==> config.mk <==
export PLATFORM = sky130hd
export DESIGN_NAME = spi_slave_if
export DESIGN_NICKNAME = d
export VERILOG_FILES = /design/src/rtl/spi_pkg.sv /design/src/rtl/spi_tx_shifter.sv /design/src/rtl/spi_slave_if.sv
export SDC_FILE = /design/constraint.sdc
export NUM_CORES = 1
export LEC_CHECK = 0
export CORE_MARGIN = 5
export CORE_UTILIZATION = 30
export CTS_CLUSTER_SIZE = 8
export DETAILED_ROUTE_END_ITERATION = 8
export SETUP_SLACK_MARGIN = 0.1
export SLEW_MARGIN = 40
export SYNTH_ARGS = -nofsm -noshare
export SYNTH_HDL_FRONTEND = slang
export SYNTH_SLANG_ARGS = --single-unit
==> constraint.sdc <==
create_clock -name clk -period 2.7 [get_ports clk]
set_clock_uncertainty 0.05 [all_clocks]
set_input_delay 0.54 -clock clk [delete_from_list [all_inputs] [get_ports clk]]
set_output_delay 0.54 -clock clk [all_outputs]
set_load 0.005 [all_outputs]
==> src/rtl/spi_pkg.sv <==
// rtl/spi_pkg.sv - shared types and constants for the SPI slave front end
// Purpose: FSM state encoding, word widths and command codes used by
//          spi_slave_if and spi_tx_shifter.
// Ports:   none (package).
package spi_pkg;

    localparam int RX_W = 10;
    localparam int TX_W = 8;

    typedef enum logic [2:0] {
        ST_IDLE,
        ST_CHK_CMD,
        ST_WRITE,
        ST_READ_ADD,
        ST_READ_DATA
    } state_t;

    localparam logic [1:0] WR_ADDR = 2'b00;
    localparam logic [1:0] WR_DATA = 2'b01;
    localparam logic [1:0] RD_ADDR = 2'b10;
    localparam logic [1:0] RD_DATA = 2'b11;

endpackage

==> src/rtl/spi_tx_shifter.sv <==
// rtl/spi_tx_shifter.sv - parallel-in serial-out byte shifter driving miso
// Purpose: loads a byte, then presents it MSB first, one bit per clock, on a
//          registered output; the output is 0 whenever no bit is being sent.
// Ports:   clk, rst      - clock, asynchronous active-high reset
//          load, data    - capture data (takes effect on this edge)
//          abort         - drop any remaining bits, force the output low
//          bit_out       - registered serial output
//          done          - one-cycle flag, high in the cycle bit 0 is driven
module spi_tx_shifter #(
    parameter int W = 8
) (
    input  logic         clk,
    input  logic         rst,
    input  logic         load,
    input  logic         abort,
    input  logic [W-1:0] data,
    output logic         bit_out,
    output logic         done
);

    localparam int CW = $clog2(W + 1);

    logic [W-1:0]  sh_q, sh_d;
    logic [CW-1:0] left_q, left_d;
    logic          bit_q, bit_d;
    logic          done_q, done_d;

    always_comb begin
        sh_d   = sh_q;
        left_d = left_q;
        bit_d  = 1'b0;
        done_d = 1'b0;
        if (abort) begin
            left_d = '0;
        end else if (load) begin
            sh_d   = data;
            left_d = CW'(W);
        end else if (left_q != '0) begin
            bit_d  = sh_q[W-1];
            sh_d   = {sh_q[W-2:0], 1'b0};
            left_d = left_q - 1'b1;
            done_d = (left_q == CW'(1));
        end
    end

    always_ff @(posedge clk or posedge rst) begin
        if (rst) begin
            sh_q   <= '0;
            left_q <= '0;
            bit_q  <= 1'b0;
            done_q <= 1'b0;
        end else begin
            sh_q   <= sh_d;
            left_q <= left_d;
            bit_q  <= bit_d;
            done_q <= done_d;
        end
    end

    assign bit_out = bit_q;
    assign done    = done_q;

endmodule

==> src/rtl/spi_slave_if.sv <==
// rtl/spi_slave_if.sv - SPI slave front end for the SPI RAM
// Purpose: deserialises 10-bit MOSI frames {cmd, payload}, strobes rx_valid,
//          and for read-data frames serialises the RAM's byte onto miso.
// Ports:   clk (also SCK), rst (async, active high), ss_n, mosi, miso,
//          rx_data/rx_valid (received word), tx_data/tx_valid (RAM byte).
module spi_slave_if #(
    parameter int RX_W = spi_pkg::RX_W,
    parameter int TX_W = spi_pkg::TX_W
) (
    input  logic            clk,
    input  logic            rst,
    input  logic            ss_n,
    input  logic            mosi,
    output logic            miso,
    output logic [RX_W-1:0] rx_data,
    output logic            rx_valid,
    input  logic [TX_W-1:0] tx_data,
    input  logic            tx_valid
);

    import spi_pkg::*;

    // Counter runs 1..RX_W while receiving, holds RX_W while waiting for the
    // RAM, and parks at RX_W+1 once the byte is loaded, so it never wraps.
    localparam int CNT_W = $clog2(RX_W + TX_W);
    localparam logic [CNT_W-1:0] CNT_LAST  = CNT_W'(RX_W - 1);
    localparam logic [CNT_W-1:0] CNT_WAIT  = CNT_W'(RX_W);
    localparam logic [CNT_W-1:0] CNT_SHIFT = CNT_W'(RX_W + 1);

    state_t          state_q, state_d;
    logic [CNT_W-1:0] cnt_q, cnt_d;
    logic [RX_W-2:0] rx_shift_q, rx_shift_d;
    logic [RX_W-1:0] rx_data_q, rx_data_d;
    logic            rx_valid_q, rx_valid_d;
    logic            rd_addr_done_q, rd_addr_done_d;
    logic            tx_load, tx_abort, tx_done;

    always_comb begin
        state_d        = state_q;
        cnt_d          = cnt_q;
        rx_shift_d     = rx_shift_q;
        rx_data_d      = rx_data_q;
        rx_valid_d     = 1'b0;
        rd_addr_done_d = rd_addr_done_q;
        tx_load        = 1'b0;
        tx_abort       = 1'b0;

        // Bit 0 of the read byte has gone out, so the address is consumed.
        if (tx_done) begin
            rd_addr_done_d = 1'b0;
        end

        if (ss_n) begin
            state_d  = ST_IDLE;
            cnt_d    = '0;
            tx_abort = 1'b1;
        end else begin
            case (state_q)
                ST_IDLE: begin
                    state_d = ST_CHK_CMD;
                    cnt_d   = '0;
                end
                ST_CHK_CMD: begin
                    rx_shift_d = {rx_shift_q[RX_W-3:0], mosi};
                    cnt_d      = CNT_W'(1);
                    if (!mosi) begin
                        state_d = ST_WRITE;
                    end else if (rd_addr_done_q) begin
                        state_d = ST_READ_DATA;
                    end else begin
                        state_d = ST_READ_ADD;
                    end
                end
                default: begin
                    if (cnt_q < CNT_WAIT) begin
                        rx_shift_d = {rx_shift_q[RX_W-3:0], mosi};
                        cnt_d      = cnt_q + 1'b1;
                        if (cnt_q == CNT_LAST) begin
                            rx_data_d  = {rx_shift_q, mosi};
                            rx_valid_d = 1'b1;
                            if (state_q == ST_READ_ADD) begin
                                rd_addr_done_d = 1'b1;
                            end
                        end
                    end else if (state_q == ST_READ_DATA && cnt_q == CNT_WAIT
                                 && tx_valid) begin
                        // Only tx_valid seen after rx_valid gets here, so a
                        // level left over from an earlier read is ignored.
                        tx_load = 1'b1;
                        cnt_d   = CNT_SHIFT;
                    end
                end
            endcase
        end
    end

    always_ff @(posedge clk or posedge rst) begin
        if (rst) begin
            state_q        <= ST_IDLE;
            cnt_q          <= '0;
            rx_shift_q     <= '0;
            rx_data_q      <= '0;
            rx_valid_q     <= 1'b0;
            rd_addr_done_q <= 1'b0;
        end else begin
            state_q        <= state_d;
            cnt_q          <= cnt_d;
            rx_shift_q     <= rx_shift_d;
            rx_data_q      <= rx_data_d;
            rx_valid_q     <= rx_valid_d;
            rd_addr_done_q <= rd_addr_done_d;
        end
    end

    spi_tx_shifter #(.W(TX_W)) u_tx (
        .clk     (clk),
        .rst     (rst),
        .load    (tx_load),
        .abort   (tx_abort),
        .data    (tx_data),
        .bit_out (miso),
        .done    (tx_done)
    );

    assign rx_data  = rx_data_q;
    assign rx_valid = rx_valid_q;

endmodule

==> impl_metrics.csv, run 1 <==
group,metric,value,unit
outcome,status,"complete, no violations",
clocking,clk_pin_slew_worst_paths,80,ps
worst_setup_path,rr_endpoint,"u_tx.sh_q[1]",
yosys,synth_edf_count,0,
timing,fin_crit_sh,0.768,
clocking,htreeDepth,2,
floorplanning,io_pins,25,
timing,setup_tns,0,ps
worst_setup_path,critPathCaptureType,"flop",
layout,fin_util,0.365,
power,pwr-share-seq,0.497,
yosys,yosysTopAreaCell,"dfrtp_1",
yosys,netlist_top_cells_area,"dfrtp_1, mux2_2, nand4bb_1",
power,p_leak,1.10,nW
power,pwr-share-comb,0.278,
layout,fill_cells,732,
placement,post-dp-hpwl,2660,µm
timing,hold_viol_final,0,
power,max-vdd-ir-drop,0.000262,V
yosys,synth_nets,193,
worst_setup_path,criticalPathCategory,"input pin to flop",
clocking,cts_hold_buf,0,
worst_hold_path,hold_start,"rx_shift_q[8]",
worst_hold_path,min_path_cells,1,
placement,place.port_buffers,24,
grt,grt_usage,0.0936,
layout,final_layout_size_suffix_gt1_frac,0.245,
grt,grt_pass1_vias,1341,
grt,grt_pass1_wl,6660,µm
clocking,clock_latency,290,ps
route,wire_per_inst,12.7,µm
worst_setup_path,startpoint_type,"input pin",
worst_setup_path,crit_required,2830,ps
yosys,ys_seq_area_frac,0.498,
timing,maxSlewViolCount,0,
floorplanning,num_rows,31,
worst_setup_path,crit_arrival,2200,ps
clocking,postCtsResizedCells,0,
layout,diodes,0,
route,dr.max_layer_used,"met4",
clocking,postCtsSetupBuffers,0,
worst_setup_path,cpPeakStageDelay,510,ps
floorplanning,start_util,0.303,
power,netSwitchingFraction,0.297,
yosys,synthCells,174,
yosys,ys_warn_count,0,
yosys,syn_area_per_cell,12.4,µm²
job,cap_violations,0,
grt,gr-total-overflow,0,
yosys,ys_ff_latch,43,
timing,finalSetupViolCount,0,
power,power.share.clock,0.225,
layout,fin_nets,219,
yosys,netlist.area_leader.share,0.498,
floorplanning,die_h,94.9,µm
worst_setup_path,crit_fanout,10,
power,p_int,1.27,mW
layout,multiInputGateArea,1000,µm²
yosys,synth_cell_types,44,
worst_hold_path,holdCritPathClass,"flop to flop",
route,viasPerCell,4.70,
yosys,synth-main-ff-cell,"dfrtp_1",
route,wl,3800,µm
worst_setup_path,r2r_slack,660,ps
clocking,root_buffer,"clkbuf_8",
route,met1_length,1900,µm
timing,fmax,0.482,GHz
worst_setup_path,timing.rr.start,"u_tx.left_q[0]",
worst_setup_path,path_cells,"clkdlybuf4s50_1, o21bai_4, nor4_4, buf_4, mux2_2",
power,powerDensity,693,nW/µm²
clocking,cts.sinks,43,
worst_setup_path,r2r_cells,6,
route,route.met2.wl,1780,µm
worst_setup_path,crit_slowest_cell,"clkdlybuf4s50_1",
worst_hold_path,hold-path-endpoint,"rx_data[9]",
route,drc_errors,0,
route,postRouteAntennaNets,0,
route,vias,1405,
floorplanning,die_w,94.9,µm
yosys,synth_area,2160,µm²
grt,antenna_found_initial,0,
placement,place_congestion,0.775,
route,met3_length,78,µm
clocking,cts_tree,"yes",
clocking,numCtsBuffers,5,
timing,fin_crit,2070,ps
timing,rsz0062_at_grt,"false",
clocking,ctsLongestPathBuffers,2,
floorplanning,die-area,9000,µm²
power,switchingPower,537,µW
yosys,async_flop_share,1.00,
timing,maxSlewHeadroom,0.663,
route,drtPass1Iterations,4,
grt,grt_max_degree,24,
layout,area_growth,20.7,%
floorplanning,design.core.area,7140,µm²
timing,tightest_slew,505,ps
layout,regArea,1080,µm²
route,drt_iter0_drc,99,
==> power by group through the flow <==
stage	combinational, mW	sequential (mW)	clock [mW]
6_report	0.503	0.898	0.408
5_1_grt	0.562	0.922	0.453
4_1_cts	0.513	0.900	0.428
3_5_place_dp	0.512	0.912	0
3_3_place_gp	0.501	0.914	0
2_1_floorplan	0.427	0.858	0
==> stage by stage <==
| step | hold slack, ps | worst slack (ps) | cell area [µm²] | power [mW] | std cells |
|---|---|---|---|---|---|
| after floorplan | 425 | 845 | 2160 | 1.29 | 174 |
| after global placement | 442 | 352 | 2520 | 1.41 | 292 |
| after detailed placement | 446 | 294 | 2520 | 1.42 | 292 |
| after CTS | 459 | 627 | 2610 | 1.84 | 299 |
| after global routing | 479 | 519 | 2610 | 1.94 | 299 |
| final | 456 | 627 | 2610 | 1.81 | 299 |
==> flip-flops by register name, indices dropped and copies added (netlist names) <==
register	cells
u_tx.sh_q	8
rx_shift_q	9
rd_addr_done_q	1
u_tx.bit_out	1
u_tx.done	1
rx_valid	1
u_tx.left_q	4
state_q	3
rx_data	10
cnt_q	5
==> worst max path at each step <==
stage                    from            to  cells after the start
2_1_floorplan            ss_n    rx_data[0]                      5
3_3_place_gp             ss_n    rx_data[7]                      5
3_5_place_dp             ss_n    rx_data[5]                      5
4_1_cts                  ss_n    rx_data[5]                      5
5_1_grt        u_tx.left_q[0]  u_tx.sh_q[5]                      6
6_report                 ss_n    rx_data[5]                      5
==> worst max-delay path, delay by kind of cell <==
kind / cells / cell delay (ps)
simple gates: 1 / 290
buf+inv: 2 / 750
mux: 1 / 350
compound gates: 1 / 270
==> synth_stat cells (2+ instances only) <==
| master | number |
|---|---|
| a21oi_1 | 3 |
| a41oi_1 | 2 |
| and4bb_2 | 2 |
| buf_2 | 2 |
| buf_4 | 3 |
| clkbuf_1 | 3 |
| dfrtp_1 | 43 |
| ha_1 | 6 |
| inv_1 | 10 |
| mux2_2 | 26 |
| mux2i_1 | 2 |
| nand2_1 | 8 |
| nand2b_1 | 8 |
| nand4bb_1 | 7 |
| nor2_1 | 7 |
| nor3_1 | 4 |
| o211ai_1 | 7 |
| o21ai_0 | 3 |
| or4_1 | 2 |
| xnor2_1 | 2 |
==> final cells by class <==
cell class                 instances  share of cell area
timing repair buffer              28               0.108
clock buffer                       6              0.0317
clock inverter                     1             0.00192
inverter                          10              0.0144
tap                               99              0.0475
sequential                        43               0.413
multi-input combinational        112               0.383
==> logic make-up (layout without fill, tap and decap cells) <==
logic type | Yosys count | after routing | synth area share
buffers and inverters | 19 | 45 | 0.0394
xor gates and xnor gates | 2 | 2 | 0.00811
adders and majority gates | 6 | 6 | 0.0347
DFF | 43 | 43 | 0.498
AOI/OAI and AO/OA | 28 | 28 | 0.112
muxes | 28 | 28 | 0.145
and+or+nand+nor | 48 | 48 | 0.163
==> metal layers <==
metal,global-route usage,up-vias
met2,0.135,15
met5,0,-
met1,0.131,703
met3,0.0247,4
li1,-,683
met4,0.0397,0
==> placed cells by master, fill, tap and decap left out, types with 4 or more instances in the layout <==
master           count
ha_1                 6
inv_1                9
nand2b_1             8
mux2_2              26
clkbuf_8             6
dfrtp_1             43
nor3_1               4
clkdlybuf4s50_1     24
nand4bb_1            7
nand2_1              8
o211ai_1             7
nor2_1               7
Note: power is estimated with default switching activity, not from simulation.
==> run 2, diff against run 1 <==
==> constraint.sdc (replaced) <==
create_clock -name clk -period 2.08 [get_ports clk]
set_clock_uncertainty 0.05 [all_clocks]
set_input_delay 0.416 -clock clk [delete_from_list [all_inputs] [get_ports clk]]
set_output_delay 0.416 -clock clk [all_outputs]
set_load 0.005 [all_outputs]
==> impl_metrics.csv, run 2 (synthesis results as in run 1) <==
group,metric,value,unit
outcome,status,"complete, no violations",
clocking,clock_latency,290,ps
layout,mostFrequentLayoutCells,"dfrtp_1, mux2_2, clkdlybuf4s50_1",
timing,whs,407,ps
route,drt_iter0_drc,93,
floorplanning,start_util,0.303,
worst_setup_path,criticalPathCategory,"input pin to flop",
placement,post-dp-hpwl,2700,µm
floorplanning,num_rows,31,
layout,final_common_cell,"dfrtp_1",
grt,grt_pass1_wl,6730,µm
timing,setup_tns,0,ps
layout,final_layout_size_suffix_gt1_frac,0.269,
layout,finish.instance_area,2690,µm²
route,wl,3950,µm
timing,maxSlewHeadroom,0.678,
worst_setup_path,critPathCaptureType,"flop",
worst_setup_path,r2r_cells,6,
layout,area_growth,24.6,%
worst_setup_path,crit_required,2200,ps
clocking,root_buffer,"clkbuf_8",
route,vias,1440,
grt,antenna_found_initial,0,
timing,rsz0062_at_grt,"false",
floorplanning,design.core.area,7140,µm²
floorplanning,io_pins,25,
clocking,numCtsBuffers,5,
route,wire_per_inst,12.9,µm
timing,fin_crit,1840,ps
layout,largest_register_ffs,10,
clocking,cts_tree,"yes",
layout,fin_nets,227,
placement,place_area,2610,µm²
timing,tightest_slew,483,ps
timing,fin_crit_sh,0.887,
grt,grt_pass1_vias,1404,
power,powerDensity,889,nW/µm²
floorplanning,die-area,9000,µm²
layout,fin_cells,307,
clocking,clk_pin_slew_worst_paths,80,ps
layout,fin_util,0.377,
worst_setup_path,crit_fanout,9,
floorplanning,die_h,94.9,µm
clocking,postCtsResizedCells,0,
timing,hold_viol_final,0,
worst_setup_path,path_cells,"clkdlybuf4s50_1, or4b_4, o31ai_4, mux2_2",
worst_setup_path,startpoint_type,"input pin",
route,drtPass1Iterations,4,
job,cap_violations,0,
worst_setup_path,crit_arrival,1970,ps
floorplanning,die_w,94.9,µm
power,max-vdd-ir-drop,0.000252,V
clocking,cts.sinks,43,
grt,grt_usage,0.0946,
placement,place.port_buffers,24,
route,drc_errors,0,
placement,dp_cells,300,
power,p_leak,1.15,nW
clocking,htreeDepth,2,
worst_hold_path,holdCritPathClass,"input pin to async pin",
grt,gr-total-overflow,0,
layout,diodes,0,
route,postRouteAntennaNets,0,
clocking,cts_hold_buf,0,
worst_setup_path,crit_slowest_cell,"or4b_4",
clocking,postCtsSetupBuffers,0,
timing,fmax,0.542,GHz
placement,place_congestion,0.785,
clocking,ctsLongestPathBuffers,2,
route,viasPerCell,4.69,
grt,grt_max_degree,44,
worst_setup_path,cpPeakStageDelay,530,ps
timing,finalSetupViolCount,0,
timing,maxSlewViolCount,0,
==> run 2: changes by cell type in the layout (fill, tap and decap cells not counted), sizes merged <==
cell and change:
buf +8, clkinv +1, inv -1
==> run 2: worst paths after layout <==
kind / start / to / slack, ps
max: ss_n / rx_shift_q[3] / 240
min: rst / u_tx.done / 410
max reg2reg: u_tx.left_q[0] / u_tx.left_q[1] / 270
min reg2reg: rx_data[3] / rx_data[3] / 460
max in group asynchronous: rst / rx_shift_q[4] / 1370
min in group clk: rx_data[3] / rx_data[3] / 460
==> run 2: stage by stage <==
stage                     total power [mW]  setup WS [ps]
after floorplan                       1.67            311
after global placement                1.87          -68.5
after detailed placement              1.89          -81.1
after CTS                             2.43            227
after global routing                  2.57            156
final                                 2.39            236
==> run 2: report_power, final <==
part	switching, mW	internal [mW]	leakage [nW]
registers	0.156	1.01	0.569
clock network	0.266	0.261	0.0470
logic	0.285	0.412	0.533
total	0.707	1.69	1.15
==> run 2: final cells by class <==
| class | instances | area [µm²] |
|---|---|---|
| Fill cell | 717 | 4440 |
| Timing Repair Buffer | 36 | 368 |
| Inverter | 10 | 37.5 |
| Clock buffer | 6 | 82.6 |
| Sequential cell | 43 | 1080 |
| Tap cell | 99 | 124 |
| Clock inverter | 1 | 5.00 |
| Multi-Input combinational cell | 112 | 1000 |
==> run 2: layer usage <==
layer  global-route usage  up-vias  routed length [µm]
met2                0.140       18                1810
li1                     -      703                   -
met1                0.133      713                1980
met3               0.0231        6                  95
met5                    0        -                   0
met4               0.0361        0                  63
==> run 2: worst max-delay path, delay by kind of cell <==
kind	cells	cell delay, ps
muxes	1	390
and+or+nand+nor	1	530
AOI/OAI and AO/OA	1	140
buffers and inverters	1	490
